$ cat config.mk
export PLATFORM = sky130hd
export DESIGN_NAME = vstu_commit_ctrl_flat
export DESIGN_NICKNAME = d
export VERILOG_FILES = /design/src/rtl/vstu_commit_ctrl_pkg.sv /design/src/rtl/vstu_commit_ctrl_if.sv /design/src/rtl/vstu_commit_ctrl.sv /design/src/flat_wrapper.sv
export SDC_FILE = /design/constraint.sdc
export NUM_CORES = 1
export LEC_CHECK = 0
export CAP_MARGIN = 5
export CORE_MARGIN = 1
export CORE_UTILIZATION = 34
export CTS_BUF_LIST = sky130_fd_sc_hd__clkbuf_16
export CTS_CLUSTER_DIAMETER = 100
export DETAILED_ROUTE_END_ITERATION = 6
export SYNTH_ARGS = -nofsm -noshare
export SYNTH_HDL_FRONTEND = slang
export SYNTH_SLANG_ARGS = --single-unit
$ cat constraint.sdc
create_clock -name clk_i -period 4.9 [get_ports clk_i]
set_input_delay 0.735 -clock clk_i [delete_from_list [all_inputs] [get_ports clk_i]]
set_output_delay 0.735 -clock clk_i [all_outputs]
set_load 0.02 [all_outputs]
$ cat src/rtl/vstu_commit_ctrl_pkg.sv
// ---------------------------------------------------------------------------
// vstu_commit_ctrl_pkg: shared constants and queue entry type. Rev 1.0
// ---------------------------------------------------------------------------
`default_nettype none

package vstu_commit_ctrl_pkg;

  localparam int unsigned NrVInsn            = 8;
  localparam int unsigned VstuInsnQueueDepth = 4;
  localparam int unsigned VstuMaxOutstanding = 16;

  function automatic int unsigned idx_width(input int unsigned num_idx);
    return (num_idx > 32'd1) ? unsigned'($clog2(num_idx)) : 32'd1;
  endfunction

  localparam int unsigned VInsnIdWidth = idx_width(NrVInsn);
  localparam int unsigned VstuCntWidth = $clog2(VstuMaxOutstanding + 1);

  localparam logic [1:0] AxiRespSlvErr = 2'b10;
  localparam logic [1:0] AxiRespDecErr = 2'b11;

  typedef logic [VInsnIdWidth-1:0] vinsn_id_t;
  typedef logic [VstuCntWidth-1:0] vstu_cnt_t;

  typedef struct packed {
    logic      valid;
    vinsn_id_t id;
    vstu_cnt_t burst_cnt;
    vstu_cnt_t b_cnt;
    logic      all_issued;
    logic      error;
  } vstu_commit_entry_t;

endpackage

`default_nettype wire

$ cat src/rtl/vstu_commit_ctrl_if.sv
// ---------------------------------------------------------------------------
// vstu_commit_ctrl_if: accept / AW-issue / B / done signals of the commit ctrl. Rev 1.0
// ---------------------------------------------------------------------------
`default_nettype none

interface vstu_commit_ctrl_if;
  import vstu_commit_ctrl_pkg::*;

  logic      insn_valid;
  vinsn_id_t insn_id;
  logic      insn_empty;
  logic      insn_ready;
  logic      aw_issue_valid;
  logic      aw_issue_last;
  logic      aw_issue_ready;
  logic      axi_b_valid;
  logic [1:0] axi_b_resp;
  logic      axi_b_ready;
  logic      done_valid;
  vinsn_id_t done_id;
  logic      done_error;
  logic      store_pending;
  vstu_cnt_t outstanding;

  modport master (
    output insn_valid, insn_id, insn_empty, aw_issue_valid, aw_issue_last,
           axi_b_valid, axi_b_resp,
    input  insn_ready, aw_issue_ready, axi_b_ready, done_valid, done_id,
           done_error, store_pending, outstanding
  );

  modport slave (
    input  insn_valid, insn_id, insn_empty, aw_issue_valid, aw_issue_last,
           axi_b_valid, axi_b_resp,
    output insn_ready, aw_issue_ready, axi_b_ready, done_valid, done_id,
           done_error, store_pending, outstanding
  );

endinterface

`default_nettype wire

$ cat src/rtl/vstu_commit_ctrl.sv
// ---------------------------------------------------------------------------
// vstu_commit_ctrl: matches issued AW bursts to B responses, retires stores in order. Rev 1.0
// ---------------------------------------------------------------------------
`default_nettype none

module vstu_commit_ctrl
  import vstu_commit_ctrl_pkg::*;
#(
  parameter int unsigned InsnQueueDepth = VstuInsnQueueDepth,
  parameter int unsigned MaxOutstanding = VstuMaxOutstanding
) (
  input  logic              clk_i,
  input  logic              rst_ni,
  vstu_commit_ctrl_if.slave bus
);

  localparam int unsigned PtrWidth   = idx_width(InsnQueueDepth);
  localparam int unsigned CountWidth = $clog2(InsnQueueDepth + 1);

  typedef logic [PtrWidth-1:0]   ptr_t;
  typedef logic [CountWidth-1:0] count_t;

  localparam ptr_t      LastPtr     = ptr_t'(InsnQueueDepth - 1);
  localparam count_t    FullCount   = count_t'(InsnQueueDepth);
  localparam vstu_cnt_t CreditLimit = vstu_cnt_t'(MaxOutstanding);

  vstu_commit_entry_t queue_q [InsnQueueDepth];
  ptr_t               accept_ptr_q, burst_ptr_q, commit_ptr_q;
  count_t             count_q;
  vstu_cnt_t          outstanding_q;
  logic               done_valid_q;
  vinsn_id_t          done_id_q;
  logic               done_error_q;

  vstu_commit_entry_t burst_entry, commit_entry;
  logic full, insn_fire, aw_fire, b_fire, b_err, burst_skip, retire;

  function automatic ptr_t ptr_incr(input ptr_t ptr);
    return (ptr == LastPtr) ? '0 : ptr + ptr_t'(1);
  endfunction

  assign burst_entry  = queue_q[burst_ptr_q];
  assign commit_entry = queue_q[commit_ptr_q];

  assign full                = (count_q == FullCount);
  assign bus.insn_ready      = !full;
  assign bus.aw_issue_ready  = burst_entry.valid && !burst_entry.all_issued &&
                               (outstanding_q < CreditLimit);
  // B is only ever credited to the oldest store, so orphan responses are refused.
  assign bus.axi_b_ready     = commit_entry.valid && (commit_entry.b_cnt < commit_entry.burst_cnt);

  assign insn_fire  = bus.insn_valid && !full;
  assign aw_fire    = bus.aw_issue_valid && bus.aw_issue_ready;
  assign b_fire     = bus.axi_b_valid && bus.axi_b_ready;
  assign b_err      = (bus.axi_b_resp == AxiRespSlvErr) || (bus.axi_b_resp == AxiRespDecErr);
  assign burst_skip = burst_entry.valid && burst_entry.all_issued;
  assign retire     = commit_entry.valid && commit_entry.all_issued &&
                      (commit_entry.b_cnt == commit_entry.burst_cnt);

  always_ff @(posedge clk_i or negedge rst_ni) begin
    if (!rst_ni) begin
      for (int unsigned i = 0; i < InsnQueueDepth; i++) begin
        queue_q[i] <= '0;
      end
    end else begin
      for (int unsigned i = 0; i < InsnQueueDepth; i++) begin
        if (insn_fire && (accept_ptr_q == ptr_t'(i))) begin
          queue_q[i] <= '{valid: 1'b1, id: bus.insn_id, burst_cnt: '0, b_cnt: '0,
                          all_issued: bus.insn_empty, error: 1'b0};
        end else if (retire && (commit_ptr_q == ptr_t'(i))) begin
          queue_q[i] <= '0;
        end else begin
          if (aw_fire && (burst_ptr_q == ptr_t'(i))) begin
            queue_q[i].burst_cnt <= queue_q[i].burst_cnt + vstu_cnt_t'(1);
            if (bus.aw_issue_last) begin
              queue_q[i].all_issued <= 1'b1;
            end
          end
          if (b_fire && (commit_ptr_q == ptr_t'(i))) begin
            queue_q[i].b_cnt <= queue_q[i].b_cnt + vstu_cnt_t'(1);
            if (b_err) begin
              queue_q[i].error <= 1'b1;
            end
          end
        end
      end
    end
  end

  always_ff @(posedge clk_i or negedge rst_ni) begin
    if (!rst_ni) begin
      accept_ptr_q  <= '0;
      burst_ptr_q   <= '0;
      commit_ptr_q  <= '0;
      count_q       <= '0;
      outstanding_q <= '0;
      done_valid_q  <= 1'b0;
      done_id_q     <= '0;
      done_error_q  <= 1'b0;
    end else begin
      if (insn_fire) begin
        accept_ptr_q <= ptr_incr(accept_ptr_q);
      end
      // Empty stores never see an AW; step past them as soon as they are reached.
      if ((aw_fire && bus.aw_issue_last) || burst_skip) begin
        burst_ptr_q <= ptr_incr(burst_ptr_q);
      end
      if (retire) begin
        commit_ptr_q <= ptr_incr(commit_ptr_q);
      end

      case ({insn_fire, retire})
        2'b10:   count_q <= count_q + count_t'(1);
        2'b01:   count_q <= count_q - count_t'(1);
        default: count_q <= count_q;
      endcase

      case ({aw_fire, b_fire})
        2'b10:   outstanding_q <= outstanding_q + vstu_cnt_t'(1);
        2'b01:   outstanding_q <= outstanding_q - vstu_cnt_t'(1);
        default: outstanding_q <= outstanding_q;
      endcase

      done_valid_q <= retire;
      done_id_q    <= retire ? commit_entry.id : '0;
      done_error_q <= retire && commit_entry.error;
    end
  end

  assign bus.done_valid    = done_valid_q;
  assign bus.done_id       = done_id_q;
  assign bus.done_error    = done_error_q;
  assign bus.store_pending = (count_q != '0);
  assign bus.outstanding   = outstanding_q;

`ifndef SYNTHESIS
  a_no_b_without_outstanding : assert property (
    @(posedge clk_i) disable iff (!rst_ni) bus.axi_b_valid |-> (outstanding_q != '0));
  a_no_aw_on_empty_queue : assert property (
    @(posedge clk_i) disable iff (!rst_ni) bus.aw_issue_valid |-> (count_q != '0));
`endif

endmodule

`default_nettype wire

$ cat src/flat_wrapper.sv
// flat-port wrapper written by rule: the top's interface ports become plain ports
module vstu_commit_ctrl_flat import vstu_commit_ctrl_pkg::*;
#(
  parameter int unsigned InsnQueueDepth = VstuInsnQueueDepth,
  parameter int unsigned MaxOutstanding = VstuMaxOutstanding
)
  (clk_i, rst_ni, bus_insn_valid, bus_insn_id, bus_insn_empty, bus_aw_issue_valid, bus_aw_issue_last, bus_axi_b_valid, bus_axi_b_resp, bus_insn_ready, bus_aw_issue_ready, bus_axi_b_ready, bus_done_valid, bus_done_id, bus_done_error, bus_store_pending, bus_outstanding);
  vstu_commit_ctrl_if bus_i ();
  input  logic clk_i;
  input  logic rst_ni;
  input wire logic [$bits(bus_i.insn_valid)-1:0] bus_insn_valid;
  input wire logic [$bits(bus_i.insn_id)-1:0] bus_insn_id;
  input wire logic [$bits(bus_i.insn_empty)-1:0] bus_insn_empty;
  input wire logic [$bits(bus_i.aw_issue_valid)-1:0] bus_aw_issue_valid;
  input wire logic [$bits(bus_i.aw_issue_last)-1:0] bus_aw_issue_last;
  input wire logic [$bits(bus_i.axi_b_valid)-1:0] bus_axi_b_valid;
  input wire logic [$bits(bus_i.axi_b_resp)-1:0] bus_axi_b_resp;
  output wire logic [$bits(bus_i.insn_ready)-1:0] bus_insn_ready;
  output wire logic [$bits(bus_i.aw_issue_ready)-1:0] bus_aw_issue_ready;
  output wire logic [$bits(bus_i.axi_b_ready)-1:0] bus_axi_b_ready;
  output wire logic [$bits(bus_i.done_valid)-1:0] bus_done_valid;
  output wire logic [$bits(bus_i.done_id)-1:0] bus_done_id;
  output wire logic [$bits(bus_i.done_error)-1:0] bus_done_error;
  output wire logic [$bits(bus_i.store_pending)-1:0] bus_store_pending;
  output wire logic [$bits(bus_i.outstanding)-1:0] bus_outstanding;
  assign bus_i.insn_valid = bus_insn_valid;
  assign bus_i.insn_id = bus_insn_id;
  assign bus_i.insn_empty = bus_insn_empty;
  assign bus_i.aw_issue_valid = bus_aw_issue_valid;
  assign bus_i.aw_issue_last = bus_aw_issue_last;
  assign bus_i.axi_b_valid = bus_axi_b_valid;
  assign bus_i.axi_b_resp = bus_axi_b_resp;
  assign bus_insn_ready = bus_i.insn_ready;
  assign bus_aw_issue_ready = bus_i.aw_issue_ready;
  assign bus_axi_b_ready = bus_i.axi_b_ready;
  assign bus_done_valid = bus_i.done_valid;
  assign bus_done_id = bus_i.done_id;
  assign bus_done_error = bus_i.done_error;
  assign bus_store_pending = bus_i.store_pending;
  assign bus_outstanding = bus_i.outstanding;
  vstu_commit_ctrl #(.InsnQueueDepth(InsnQueueDepth), .MaxOutstanding(MaxOutstanding)) u_core (.clk_i(clk_i), .rst_ni(rst_ni), .bus(bus_i));
endmodule
# Word level (Yosys, flattened, before mapping)
# Index checks and enable logic that the tools add are counted.
# classes
addsub,15
order_cmp,4
muxes,42
reduce_logical,65
n_eq_ne,17
bitwise,2
# op_table
cell,count
$mux W16,8
$bmux W16 S2,2
$reduce_bool A3 Y1,17
$mux W12,4
$add A5 B1 Y5 const B,9
$mux W5,8
$logic_and A1 B1 Y1,27
$eq A2 B2 Y1 const B,10
$mux W4,4
$reduce_and A2 Y1,8
$reduce_bool A2 Y1,6
$eq A2 B1 Y1 const B,5
$mux W1,10
$pmux W5 S2,1
$add A2 B1 Y2 const B,3
$ge A3 B3 Y1 const B,2
$logic_not A2 Y1,3
$mux W2,3
$not A2 Y3,2
$pmux W3 S2,1
$eq A5 B5 Y1,1
$lt A5 B5 Y1,1
$lt A5 B5 Y1 const B,1
$sub A5 B1 Y5 const B,1
other kinds (6),8
# word_totals
output_inout_bits,14
elab_cells,177
reg_bits,83

# Longest topological paths before layout
# Gate-level depths: netlist (run 1).
# logic_depth
depth_word,12
mapped_depth,18

# Least setup slack after synthesis (run 1)
# No wires, ideal clock.
# synth_path
path_kind,register -> register
startpoint,register u_core.commit_ptr_q[0]
endpoint,"register u_core.outstanding_q[4], in the netlist u_core.bus.outstanding[4]"
slack_ns,0.630
arrival_ns,4.190
n_path_buf,3
path_stages_with_launch,17
period_less_slack_ns,4.270
path_cell_list,dfrtp_1 -> buf_6 -> buf_2 -> mux4_2 -> ha_1 -> nand4_1 -> o221ai_1 -> clkbuf_1 -> nor2_1 -> and2_1 -> ha_1 -> ha_1 -> nor2b_1 -> o21ai_0 -> a21oi_1 -> nor3_1 -> xnor2_1
# synth_via
elab_chain_len,9
# synth_rtl
item,line,source
from (decl),vstu_commit_ctrl.sv:28,"ptr_t accept_ptr_q, burst_ptr_q, commit_ptr_q;"
from (signal assigned),vstu_commit_ctrl.sv:109,commit_ptr_q <= ptr_incr(commit_ptr_q);
$not A2 Y3 (implied by the code) *,vstu_commit_ctrl.sv:43,assign commit_entry = queue_q[commit_ptr_q];
$bmux W16 S2 *,vstu_commit_ctrl.sv:43,
$mux W16 (implied by the code) * (2 in series),vstu_commit_ctrl.sv:43,
$lt A5 B5 Y1,vstu_commit_ctrl.sv:50,assign bus.axi_b_ready = commit_entry.valid && (commit_entry.b_cnt < commit_entry.burst_cnt);
$logic_and A1 B1 Y1 *,vstu_commit_ctrl.sv:50,
via bus_axi_b_ready,flat_wrapper.sv:20,output wire logic [$bits(bus_i.axi_b_ready)-1:0] bus_axi_b_ready;
$logic_and A1 B1 Y1 *,vstu_commit_ctrl.sv:54,assign b_fire = bus.axi_b_valid && bus.axi_b_ready;
$eq A2 B1 Y1 / $eq A2 B2 Y1 (equally long branches),vstu_commit_ctrl.sv:118,"case ({aw_fire, b_fire})"
$pmux W5 S2 / $reduce_bool A2 Y1 (equally long branches),n/a,
to (signal assigned),vstu_commit_ctrl.sv:119,2'b10: outstanding_q <= outstanding_q + vstu_cnt_t'(1);
to (signal assigned),vstu_commit_ctrl.sv:120,2'b01: outstanding_q <= outstanding_q - vstu_cnt_t'(1);
to (signal assigned),vstu_commit_ctrl.sv:121,default: outstanding_q <= outstanding_q;
to (decl),vstu_commit_ctrl.sv:30,vstu_cnt_t outstanding_q;
# Mark *: on every way through the listed nets, which the timed path passes. The rest lies on a longest branch. The select of a mux whose other input is x is not followed.
# A chain may end at the register's enable or synchronous reset.

# Worst setup path after layout (run 1)
# layout_path
startpoint,register u_core.commit_ptr_q[0]
endpoint,"register u_core.outstanding_q[4], in the netlist u_core.bus.outstanding[4]"
# layout_via
elab_chain_len,9
# layout_rtl
item,line
$not A2 Y3 (implied by the code) *,vstu_commit_ctrl.sv:43
$bmux W16 S2 *,vstu_commit_ctrl.sv:43
$mux W16 (implied by the code) * (2 in series),vstu_commit_ctrl.sv:43
$lt A5 B5 Y1,vstu_commit_ctrl.sv:50
$logic_and A1 B1 Y1 *,vstu_commit_ctrl.sv:50
$logic_and A1 B1 Y1 *,vstu_commit_ctrl.sv:54
$eq A2 B1 Y1 / $eq A2 B2 Y1 (equally long branches),vstu_commit_ctrl.sv:118
$pmux W5 S2 / $reduce_bool A2 Y1 (equally long branches),n/a
# Mark *: on every way between the ends. The rest lies on a longest branch, timed or not. The select of a mux whose other input is x is not followed.

==> results of run 1 <==
[cell usage after synthesis, drive strengths merged]
master / n / share of area
nand4: 14 / 0.018
ha: 30 / 0.078
mux2: 5 / 0.013
buf: 13 / 0.025
a32o: 3 / 0.0063
mux2i: 14 / 0.029
o21ai: 16 / 0.017
o221ai: 1 / 0.0018
fa: 2 / 0.0084
a22o: 11 / 0.020
a211o: 1 / 0.0018
nand2: 27 / 0.021
mux4: 15 / 0.071
xnor2: 32 / 0.059
nor4: 2 / 0.0026
and2: 9 / 0.012
a21o: 7 / 0.011
or3: 2 / 0.0026
nor3b: 3 / 0.0047
a22oi: 1 / 0.0016
dfrtp: 83 / 0.43
inv: 22 / 0.017
nand3b: 1 / 0.0016
and4: 1 / 0.0018
a2111oi: 1 / 0.0018
a21oi: 24 / 0.033
nor2b: 1 / 0.0013
nand3: 6 / 0.0063
a31oi: 4 / 0.0052
xor2: 7 / 0.013
clkbuf: 10 / 0.0078
a21boi: 1 / 0.0024
nor2: 50 / 0.044
nor4b: 1 / 0.0050
and3: 5 / 0.0065
nor3: 14 / 0.015
[metrics by stage]
step | setup slack [ns] | instance area, sq um | cells
after global routing | 0.575 | 5470 | 637
after global placement | 0.946 | 5120 | 621
after floorplan | 0.630 | 4780 | 439
after detailed placement | 0.890 | 5120 | 621
final | 0.861 | 5470 | 637
after CTS | 0.867 | 5470 | 637
[report_power, final]
group / internal (mW) / switching [mW]
registers: 0.808 / 0.133
logic: 0.386 / 0.518
clock network: 0.503 / 0.289
[critical path: cells and delay by family, from the launching register on]
| kind | cells | cell delay (ns) |
|---|---|---|
| flip-flops | 1 | 0.82 |
| AO/OA/AOI/OAI | 3 | 0.46 |
| multiplexers | 1 | 0.59 |
| XOR/XNOR | 1 | 0.14 |
| adder cells (fa/ha/maj) | 3 | 1.00 |
| AND/OR/NAND/NOR | 5 | 0.84 |
| buffers and inverters | 1 | 0.10 |
[metal layers]
metal	part of all wire	wire, um	track usage	vias up
met5	0	0	0	-
li1	-	-	-	1579
met3	0.039	403	0.0264	8
met2	0.49	5050	0.264	67
met1	0.46	4810	0.207	1691
met4	0.011	110	0.0502	0
[worst min-delay path by stage]
stage,start,to,slack [ns]
3_5_place_dp,u_core.queue_q[28],u_core.queue_q[28],0.48
4_1_cts,u_core.queue_q[28],u_core.queue_q[28],0.49
3_3_place_gp,u_core.queue_q[62],u_core.queue_q[62],0.48
5_1_grt,u_core.queue_q[30],u_core.queue_q[30],0.50
2_1_floorplan,rst_ni,u_core.accept_ptr_q[0],0.44
6_report,u_core.queue_q[28],u_core.queue_q[28],0.49
[placed cells by master (no fill, tap or decap), types with 7 or more instances in the layout]
cell	netlist	routed
inv_1	22	22
a22o_1	11	11
a21oi_1	14	14
a21oi_2	10	10
xnor2_1	32	32
nor2_1	40	40
clkbuf_16	0	9
a21o_1	7	7
mux2i_1	14	14
xor2_1	7	7
nor2_2	10	10
and2_1	9	9
clkdlybuf4s50_1	0	23
o21ai_0	16	16
nor3_1	14	14
ha_1	30	30
dfrtp_1	83	83
nand2_1	27	27
mux4_2	15	15
nand4_1	14	14
[logic make-up after synthesis]
kind of cell / count (synthesis)
AO/OA/AOI/OAI: 70
XOR/XNOR: 39
adder cells (fa/ha/maj): 32
buffers and inverters: 45
flip-flops: 83
multiplexers: 34
AND/OR/NAND/NOR: 136
[sequential cells by signal (all words and copies together) (netlist names)]
name	cells
u_core.accept_ptr_q	2
u_core.bus.done_valid	1
u_core.queue_q	64
u_core.bus.outstanding	5
u_core.burst_ptr_q	2
u_core.commit_ptr_q	2
u_core.count_q	3
u_core.bus.done_id	3
u_core.bus.done_error	1
[cell type report]
| cell class | instances | area, sq um |
|---|---|---|
| flip-flops and latches | 83 | 2080 |
| clock buffers | 9 | 225 |
| repair buffers | 29 | 275 |
| inverters | 22 | 82.6 |
| fillers | 1321 | 8030 |
| clock inverters | 7 | 124 |
| well taps | 176 | 220 |
| multi-input cells | 311 | 2470 |
==> run_results.csv, run 1 <==
group,metric,value,unit
setup_path,cp-startpoint,"u_core.commit_ptr_q[0]",
logic_synthesis,synth-xor-area-share,0.0714,
cells_and_area,finalNetCount,500,
setup_path,path_cells,"mux4_2 -> ha_1 -> a21oi_1 -> o221ai_1 -> nor2_1 -> and2_1 -> ha_1 -> inv_1 -> fa_1 -> nor2b_1 -> o21ai_0 -> and3_1 -> nor3_1 -> xnor2_1",
sta,setup_tns,0,ns
power,vdd_drop_max,0.296,mV
power,report.power.total,2.64,mW
grt,grt_pass1_vias,3487,
power,p_leak,2.38,nW
grt,overflow,0,
sta,slew_headroom,0.282,
clock_network,cts-root-buf,"clkbuf_16",
cells_and_area,syn2layout_area_growth,14.4,%
sta,rsz0062_at_grt,"no",
logic_synthesis,synth-compound-area-share,0.102,
setup_path,worst_path_max_delay_cell,"dfrtp_1",
detailed_routing,route.antenna.remaining_nets,0,
setup_path,cpMostUsedCell,"ha_1",
min_path,hold_class,"flip-flop to flip-flop",
clock_network,cts.sinks,83,
cells_and_area,drive_gt1_frac,0.139,
logic_synthesis,ys_seq_elements,83,
setup_path,crit_arrival,4.30,ns
clock_network,cts_tree,"built",
detailed_routing,wire_per_inst,16.3,um
grt,track_usage,0.158,
setup_path,critPathKind,"flip-flop to flip-flop",
die,die_area,14600,sq um
clock_network,cts_resized,0,
clock_network,path_clk_slew,0.07,ns
setup_path,start_kind,"flip-flop",
sta,fin_crit_sh,0.824,
grt,grt_pass1_wl,17.7,mm
clock_network,cts.htree.levels,3,
logic_synthesis,avgSynthCellArea,10.9,sq um
die,initial_utilization,0.354,
status,status,"completed",
logic_synthesis,syn-cell-area,4780,sq um
sta,hold_viol_final,0,
sta,tightest_slew,1.08,ns
grt,grt_max_degree,84,
clock_network,cts_buffer_depth,2,
detailed_routing,drt-initial-drc-count,126,
cells_and_area,n_antenna_cell,0,
setup_path,critPathRequiredTime,5.16,ns
logic_synthesis,ys_seq_area_frac,0.434,
sta,setup_viol,0,
die,io_pins,26,
setup_path,r2r_start,"u_core.commit_ptr_q[0]",
detailed_routing,dr_total_vias,3345,
setup_path,crit_fanout,12,
logic_synthesis,syn_nets,483,
setup_path,cp-end-kind,"flip-flop",
logic_synthesis,synth_mux_area_frac,0.113,
logic_synthesis,yosys_warnings,0,
logic_synthesis,synth.distinct_cells,42,
clock_network,clkLatencyLatePin,0.34,ns
logic_synthesis,synth_top_family_by_area,"simple AND/OR/NAND/NOR gates",
sta,fmax,248,MHz
logic_synthesis,yosys.area_share.simple,0.143,
clock_network,cts_buffers,9,
sta,whs,0.486,ns
logic_synthesis,syn_inst,439,
detailed_routing,drt-vias-per-instance,5.25,
setup_path,cp_slowest_stage_delay,0.82,ns
placement,routabilityCongestion,0.779,
die,placementRows,42,
grt,antenna_found_initial,0,
clock_network,cts.hold.buffers_added,0,
flow_run,maxCapViolCount,0,
setup_path,r2r_cells,14,
sta,finalClockSkew,0.00785,ns
sta,min_period,4.04,ns
logic_synthesis,synthAdderAreaFrac,0.0868,
placement,port-buffer-count,24,
clock_network,cts_setup_buffers,0,
die,fp.dieW,121,um
die,core_area,13500,sq um
setup_path,rr_endpoint,"u_core.bus.outstanding[4]",
min_path,hold_depth,1,
setup_path,endpoint,"u_core.bus.outstanding[4]",
detailed_routing,drc_errors,0,
detailed_routing,finalWirelength,10.4,mm
detailed_routing,first_pass_iters,4,
sta,final_max_slew_viol_count,0,
cells_and_area,final_util,0.405,
power,power_density,482,nW/um^2
setup_path,rrSetupSlack,0.86,ns
placement,dpl.hpwl,7.31,mm
die,die_height,121,um
No activity file was read; power rests on OpenSTA's default activity.
==> run 2, diff against run 1 <==
clock period = 3.3 ns   (was 4.9 ns; I/O delays follow)
==> run 2 against run 1 <==
Effect of this change: the run now ends with negative setup slack left; via count increased by 1.5%; wire length grew 1.6%; combinational power up 69%; clock-buffer cell count unchanged; largest power group is now combinational cells.
==> run_results.csv, run 2 (synthesized netlist as in run 1, its figures left out) <==
group,metric,value,unit
status,status,"finished with violations",
status,violations,"negative setup slack",
grt,grt_max_degree,84,
detailed_routing,drt-met1-wl,4.97,mm
die,initial_utilization,0.354,
clock_network,cts_buffer_depth,2,
setup_path,crit_family,"simple AND/OR/NAND/NOR gates",
clock_network,cts-root-buf,"clkbuf_16",
placement,dp_cells,633,
detailed_routing,maxUsedRoutingLayer,"met4",
sta,tightest_slew,1.06,ns
clock_network,cts.hold.buffers_added,0,
setup_path,path_buf_inv,2,
sta,whs,0.339,ns
sta,rsz0062_at_grt,"yes",
clock_network,clkLatencyLatePin,0.34,ns
detailed_routing,drt-vias-per-instance,5.16,
detailed_routing,wire_per_inst,16.0,um
cells_and_area,registers.top_by_ff_count,"u_core.queue_q",
sta,setup_tns,-0.0384,ns
grt,grt_pass1_vias,3463,
sta,fmax,300,MHz
setup_path,crit_fanout,5,
detailed_routing,met3_length,440,um
detailed_routing,route.antenna.remaining_nets,0,
die,die_height,121,um
clock_network,cts.htree.levels,3,
sta,fin_crit_sh,1.01,
sta,hold_viol_final,0,
placement,dpl.hpwl,7.34,mm
detailed_routing,first_pass_iters,4,
cells_and_area,largest_reg_flops,64,
setup_path,critPathRequiredTime,3.57,ns
setup_path,path_cells,"clkbuf_16 -> mux4_2 -> ha_4 -> nand4_1 -> o221ai_4 -> nor2_4 -> and2_4 -> ha_4 -> inv_2 -> fa_2 -> nor2b_4 -> o21ai_2 -> and3_1 -> nor3_2 -> xnor2_1",
cells_and_area,fin_cells,658,
setup_path,cp_slowest_stage_delay,0.53,ns
sta,setup_viol,1,
detailed_routing,drt-initial-drc-count,117,
placement,routabilityCongestion,0.798,
setup_path,critPathKind,"flip-flop to flip-flop",
detailed_routing,dr_total_vias,3394,
min_path,hold_class,"primary input to async pin",
die,core_area,13500,sq um
sta,finalWorstSetupSlack,-0.0384,ns
clock_network,cts.sinks,83,
die,fp.dieW,121,um
setup_path,cp-end-kind,"flip-flop",
power,p_leak,2.47,nW
clock_network,path_clk_slew,0.06,ns
placement,place_ws,-0.0409,ns
cells_and_area,fill_cells,1254,
die,placementRows,42,
sta,final_max_slew_viol_count,0,
setup_path,crit_arrival,3.61,ns
clock_network,cts_buffers,9,
cells_and_area,n_antenna_cell,0,
flow_run,maxCapViolCount,0,
grt,track_usage,0.161,
detailed_routing,met2_length,5.05,mm
clock_network,cts_tree,"built",
sta,finalClockSkew,0.00667,ns
setup_path,start_kind,"flip-flop",
sta,min_period,3.34,ns
cells_and_area,most-common-layout-cells,"81 x dfrtp_1, 39 x nor2_1, 32 x xnor2_1",
setup_path,cpMostUsedCell,"ha_4",
placement,port-buffer-count,24,
setup_path,worst_path_max_delay_cell,"mux4_2",
cells_and_area,syn2layout_area_growth,19.5,%
cells_and_area,drive_gt1_frac,0.222,
detailed_routing,finalWirelength,10.5,mm
grt,overflow,0,
sta,slew_headroom,0.296,
die,die_area,14600,sq um
power,report.power.total,3.86,mW
grt,antenna_found_initial,0,
detailed_routing,drc_errors,0,
grt,grt_pass1_wl,18.1,mm
cells_and_area,layout_commonest_cell,"dfrtp_1",
cells_and_area,finalNetCount,521,
power,power_density,675,nW/um^2
power,vdd_drop_max,0.378,mV
die,io_pins,26,
==> run 2: cell types whose count changed in the layout (fill, tap and decap cells not counted), sizes merged <==
cell,previous run,this run
clkdlybuf4s50,23,22
inv,24,26
buf,6,27
clkinv,1,2
clkbuf,9,10
bufinv,3,0
==> run 2: cell type report <==
cell class                 instances  area [sq um]  share of cell area
inverter                          22          82.6              0.0144
timing repair buffer              50           460              0.0805
tap                              176           220              0.0385
multi-input combinational        311          2600               0.455
sequential                        83          2080               0.364
clock buffer                       9           225              0.0394
clock inverter                     7          50.0             0.00875
==> run 2: per-stage QoR <==
stage / util / cell area, sq um
2_1_floorplan: - / 4910
3_5_place_dp: 0.395 / 5330
5_1_grt: 0.423 / 5720
4_1_cts: 0.418 / 5650
3_3_place_gp: 0.395 / 5330
6_report: 0.423 / 5720
==> run 2: routing by layer <==
metal  vias up  GRT usage
met2        47      0.259
met1      1723      0.216
met4         0     0.0301
li1       1620          -
met5         -          0
met3         4     0.0472
==> run 2: power breakdown <==
part	switching, mW	internal (mW)	leakage (nW)
combinational	0.824	0.701	1.24
clock	0.443	0.516	0.132
sequential	0.175	1.20	1.10
total	1.44	2.42	2.47
==> run 2: worst paths after layout <==
path	startpoint	endpoint	slack, ns	cells after the start
min reg2reg	u_core.count_q[2]	u_core.count_q[2]	0.48	1
min	rst_ni	u_core.queue_q[52]	0.34	1
max in group asynchronous	rst_ni	u_core.commit_ptr_q[0]	2.21	1
max	u_core.commit_ptr_q[0]	u_core.bus.outstanding[4]	-0.04	15
max reg2reg	u_core.commit_ptr_q[0]	u_core.bus.outstanding[4]	-0.04	15
min in group clk_i	u_core.count_q[2]	u_core.count_q[2]	0.48	1
==> run 2: what timing repair did <==
action,in CTS,in global routing
endpoints found under the setup margin,4,4
pin swaps,4,13
gates cloned,0,1
gates resized for setup,5,11
buffers inserted,4,4
==> run 3, diff against run 2 <==
PLACE_DENSITY_LB_ADDON = 0.15   (was unset)
==> run 3 against run 2 <==
Effect of this change: the run still ends with negative setup slack left; clock skew about the same; core utilization increased by 0.14 points; first-iteration DRC count rose by 1.7%; clock-buffer cell count unchanged; maximum frequency is 1.2% lower; global-route usage up 0.94 points; hold slack better by 0.0074 ns; highest routed layer unchanged.
==> run_results.csv, run 3 (synthesized netlist as in run 1, its figures left out) <==
group,metric,value,unit
flow_run,maxCapViolCount,0,
placement,routabilityCongestion,0.811,
status,status,"finished with violations",
detailed_routing,route.antenna.remaining_nets,0,
die,die_height,121,um
cells_and_area,multiInputGateArea,2610,sq um
setup_path,r2r_start,"u_core.commit_ptr_q[0]",
placement,place_ws,-0.124,ns
cells_and_area,fin_cells,661,
grt,grt_pass1_vias,3574,
clock_network,clkLatencyLatePin,0.34,ns
power,power_density,667,nW/um^2
sta,fmax,296,MHz
min_path,hold_class,"primary input to async pin",
setup_path,cpMostUsedCell,"ha_4",
grt,track_usage,0.170,
setup_path,endpoint,"u_core.bus.outstanding[4]",
cells_and_area,n_antenna_cell,0,
cells_and_area,largest_reg_flops,64,
die,initial_utilization,0.354,
die,core_area,13500,sq um
setup_path,rr_endpoint,"u_core.bus.outstanding[4]",
die,placementRows,42,
setup_path,worst_path_max_delay_cell,"mux4_2",
die,io_pins,26,
clock_network,cts.htree.levels,3,
setup_path,path_cells,"buf_6 -> mux4_2 -> ha_4 -> nand4_1 -> buf_4 -> o221ai_4 -> nor2_4 -> and2_4 -> ha_4 -> ha_4 -> nor2b_4 -> o21ai_2 -> and3_1 -> nor3_2 -> xnor2_1",
die,die_area,14600,sq um
setup_path,r2r_cells,15,
detailed_routing,wire_per_inst,17.1,um
grt,antenna_found_initial,0,
clock_network,cts_tree,"built",
cells_and_area,syn2layout_area_growth,19.9,%
cells_and_area,finalNetCount,524,
cells_and_area,layout_commonest_cell,"dfrtp_1",
cells_and_area,final_util,0.425,
sta,finalClockSkew,0.00717,ns
setup_path,critPathKind,"flip-flop to flip-flop",
sta,final_max_slew_viol_count,0,
detailed_routing,drt-initial-drc-count,119,
sta,finalWorstSetupSlack,-0.0786,ns
setup_path,cp-end-kind,"flip-flop",
detailed_routing,finalWirelength,11.3,mm
sta,slew_headroom,0.279,
status,violations,"negative setup slack",
sta,tightest_slew,1.08,ns
power,p_leak,2.48,nW
cells_and_area,registers.top_by_ff_count,"u_core.queue_q",
setup_path,rrSetupSlack,-0.08,ns
grt,grt_max_degree,84,
placement,port-buffer-count,24,
detailed_routing,dr_total_vias,3394,
clock_network,cts-root-buf,"clkbuf_16",
cells_and_area,fill_cells,1272,
die,fp.dieW,121,um
placement,dp_cells,634,
setup_path,crit_arrival,3.64,ns
clock_network,cts_buffer_depth,2,
detailed_routing,drc_errors,0,
clock_network,path_clk_slew,0.06,ns
cells_and_area,most-common-layout-cells,"82 x dfrtp_1, 39 x nor2_1, 32 x xnor2_1",
sta,hold_viol_final,0,
cells_and_area,seqCellArea,2080,sq um
sta,fin_crit_sh,1.02,
placement,dpl.hpwl,7.82,mm
grt,overflow,0,
grt,grt_pass1_wl,19.0,mm
setup_path,crit_fanout,6,
clock_network,cts.sinks,83,
sta,setup_viol,3,
setup_path,critPathRequiredTime,3.56,ns
setup_path,cp_slowest_stage_delay,0.55,ns
sta,rsz0062_at_grt,"yes",
sta,min_period,3.38,ns
clock_network,cts_buffers,9,
power,vdd_drop_max,0.372,mV
detailed_routing,first_pass_iters,4,
detailed_routing,drt-vias-per-instance,5.13,
cells_and_area,drive_gt1_frac,0.229,
setup_path,cp-startpoint,"u_core.commit_ptr_q[0]",
sta,setup_tns,-0.115,ns
setup_path,start_kind,"flip-flop",
## run 3: changes by cell type in the layout (fill, tap and decap cells not counted), sizes merged
cell      delta
buf          +4
clkbuf       -1
clkinv       +1
clkinvlp     +1
inv          -2
## run 3: what timing repair did
| item | 4_1_cts | 5_1_grt |
|---|---|---|
| buffers inserted | 7 | 7 |
| pin swaps | 9 | 18 |
| endpoints found under the hold margin | 0 | 0 |
| gates resized for setup | 9 | 13 |
| setup endpoints to repair | 4 | 7 |
| hold buffers | 0 | 0 |
| cloned | 1 | 0 |
## run 3: per-layer routing
layer  up-vias  track usage  share of wire
met3         8       0.0363          0.027
met5         -            0              0
li1       1622            -              -
met4         0       0.0463          0.010
met2        35        0.281           0.49
met1      1729        0.226           0.47
## run 3: final cells by class
cell class	count	area share
multi-input cells	311	0.456
flip-flops and latches	83	0.362
repair buffers	53	0.0822
clock buffers	9	0.0392
well taps	176	0.0384
inverters	22	0.0148
clock inverters	7	0.00763
## run 3: per-stage QoR
stage	hold slack, ns	instance area (sq um)	total power, mW
floorplan	0.199	4910	2.45
global placement	0.477	5340	2.85
detailed placement	0.480	5340	2.88
CTS	0.402	5720	3.91
global route	0.443	5740	4.08
finish	0.346	5740	3.83
## run 3: worst min path at each step
| stage | start | endpoint | slack, ns | cells after the start |
|---|---|---|---|---|
| 2_1_floorplan | rst_ni | u_core.accept_ptr_q[0] | 0.20 | 0 |
| 4_1_cts | rst_ni | u_core.queue_q[51] | 0.40 | 1 |
| 3_5_place_dp | u_core.queue_q[28] | u_core.queue_q[28] | 0.48 | 1 |
| 3_3_place_gp | u_core.queue_q[28] | u_core.queue_q[28] | 0.48 | 1 |
| 6_report | rst_ni | u_core.queue_q[50] | 0.35 | 1 |
| 5_1_grt | rst_ni | u_core.queue_q[51] | 0.44 | 1 |
## run 3: power breakdown
part / total, mW / switching, mW / internal [mW]
sequential: 1.37 / 0.170 / 1.20
combinational: 1.52 / 0.844 / 0.678
clock: 0.935 / 0.429 / 0.506
## run 3: worst max-delay path, delay by kind of cell (launching register included)
kind	cells	cell delay, ns
AND/OR/NAND/NOR	6	0.86
adder cells (fa/ha/maj)	3	0.77
multiplexers	1	0.55
flip-flops	1	0.37
buffers and inverters	2	0.34
AO/OA/AOI/OAI	2	0.28
XOR/XNOR	1	0.13
==> edit (flow settings as in run 2) <==
Set the package constant `VstuMaxOutstanding` to 32 (it was 16).
--- a/src/rtl/vstu_commit_ctrl_pkg.sv
+++ b/src/rtl/vstu_commit_ctrl_pkg.sv
@@ -7,7 +7,7 @@
 
   localparam int unsigned NrVInsn            = 8;
   localparam int unsigned VstuInsnQueueDepth = 4;
-  localparam int unsigned VstuMaxOutstanding = 16;
+  localparam int unsigned VstuMaxOutstanding = 32;
 
   function automatic int unsigned idx_width(input int unsigned num_idx);
     return (num_idx > 32'd1) ? unsigned'($clog2(num_idx)) : 32'd1;
Interface: changed (resized bus_outstanding); port bits go from 26 to 27. No check against the original RTL was run, so the function may have changed too.
==> edit against run 2 <==
  * The run still ends with setup timing left
  * Critical path depth shrank 1
  * Synthesized cell count is 18% higher
  * Synthesized area up 12%
  * Sequential cell count grew 9
  * Wire length grew 24%
  * Design area is 15% higher
  * Global-route usage up 1.2 points
  * Clock skew increased by 0.0011 ns
  * Worst setup slack gained 0.014 ns
  * Critical path type unchanged
  * Largest cell class unchanged
Power is not compared: it rests on default switching activity, and its combinational part moved more than twofold at a synthesized area within 25%.
==> edit: results (changes against run 2) <==
- Arithmetic-cell share of the synthesized area counting full adders, half adders and majority gates: 0.08211 (was 0.08682)
- Maximum net fanout on the critical path: 7 (was 5)
- The routed metal-1 wire length is 5951 microns (was 4974 microns).
- Number of combinational gates with multiple inputs: 379 (was 311)
- The via count of the first global-routing pass came to 4218 (was 3463).
- Tot GR Track Use: 0.1731 (was 0.1609)
- The fraction of final layout cells sized beyond drive strength 1 was 0.1930 (was 0.2220).
- Weighted congestion reported at the end of routability-driven placement: 0.8280 (was 0.7978)
- The placed cell area came to 0.006128 sq mm (was 0.005331 sq mm).
* Met3 GRT Util: 0.02219 (was 0.04717)
- The global-route track usage on met2 was 0.2848 (was 0.2586).
* Violated checks: setup timing (unchanged)
- The post-layout net count was 616 (was 521).
- The cell count of the worst reg-to-reg path was 14 (was 15).
- The TritonCTS sink count was 92 (was 83).
* Vias/cell: 5.247 (was 5.158)
- The met2 layer wire length in the routed design was 6473 microns (was 5050 microns).
- Result of the run: finished with violations (unchanged).
- The average cell area after synthesis was 10.34 sq um (was 10.90 sq um).
* 1st-iter DRT viols: 254 (was 117)
- The headroom to the max-slew limit was 0.5010 (was 0.2959).
- Non-clock inverter count in the final layout: 23 (was 22)
- Number of setup violations in the final report: 1 (unchanged)
* Multi-input gate area: 0.003028 sq mm (was 0.002601 sq mm)
- The first-pass GRT wire length was 21940 microns (was 18100 microns).
- Pin count of the biggest net entering global routing: 59 (was 84)
- The first-pass iteration count of the detailed router was 7 (was 4).
- Library cell contributing the largest single delay on the critical path: or4_4 (was mux4_2)
- Number of fillers in the final layout: 1498 (was 1254)
- Final setup slack of the worst path: -0.02476 ns (was -0.03844 ns)
* CP Data Arrival Time: 3.60 ns (was 3.61 ns)
* Max reg flops: 72 (was 64)
- Most frequent cells after synthesis: dfrtp_1, nand2_1, nor2_1 (was dfrtp_1, nor2_1, xnor2_1)
- The worst-case clock skew is 0.007763 ns (was 0.006675 ns).
* Aggregate negative setup slack: -0.02476 ns (was -0.03844 ns)
- Cells after DPL: 764 (was 633)
- The number of buffers added on ports was 25 (was 24).
* Cells taking the most area after synthesis: dfrtp_1, mux4_2, ha_1, xnor2_1, nand2_1 (was dfrtp_1, ha_1, mux4_2, xnor2_1, nor2_1)
- Compound-Gate Fraction of Synth Area: 0.09401 (was 0.1017)
- Length of routed met3 wiring: 401 microns (was 440 microns)
==> edit: cell count changes after synthesis, moves of 11 or more <==
cell,run 2,this run
o21ai_0,16,28
nand3_1,6,17
nand2_1,27,47
mux2i_1,14,2
nor4_1,2,14
a21oi_1,14,25
==> edit: repair_timing <==
item	CTS	global route
hold buffers	0	0
pin swaps	3	6
endpoints found under the setup margin	4	5
setup buffers	5	2
resized for setup	12	14
==> edit: how the worst max path moves through the flow <==
stage,startpoint,end,cells past startpoint
2_1_floorplan,u_core.commit_ptr_q[0]$_DFFE_PN0P_,u_core.bus.outstanding[5]$_DFFE_PN0P_,16
3_3_place_gp,u_core.commit_ptr_q[0]$_DFFE_PN0P_,u_core.bus.outstanding[5]$_DFFE_PN0P_,15
3_5_place_dp,u_core.commit_ptr_q[0]$_DFFE_PN0P_,u_core.bus.outstanding[5]$_DFFE_PN0P_,15
4_1_cts,u_core.commit_ptr_q[0]$_DFFE_PN0P_,u_core.bus.outstanding[5]$_DFFE_PN0P_,14
5_1_grt,u_core.commit_ptr_q[0]$_DFFE_PN0P_,u_core.bus.outstanding[5]$_DFFE_PN0P_,14
6_report,u_core.commit_ptr_q[0]$_DFFE_PN0P_,u_core.bus.outstanding[5]$_DFFE_PN0P_,14
==> edit: metrics by stage <==
stage                       util  worst slack (ns)  power (W)  hold WS [ns]
after floorplan                -           -0.1879   0.003743        0.1994
after global placement    0.4002          -0.07693   0.004633        0.4602
after detailed placement  0.4002           -0.1405   0.004711        0.4776
after CTS                 0.4268          0.002834   0.005932        0.2458
after global routing      0.4310           -0.1191   0.006391        0.2743
final                     0.4310          -0.02476   0.005990        0.2146
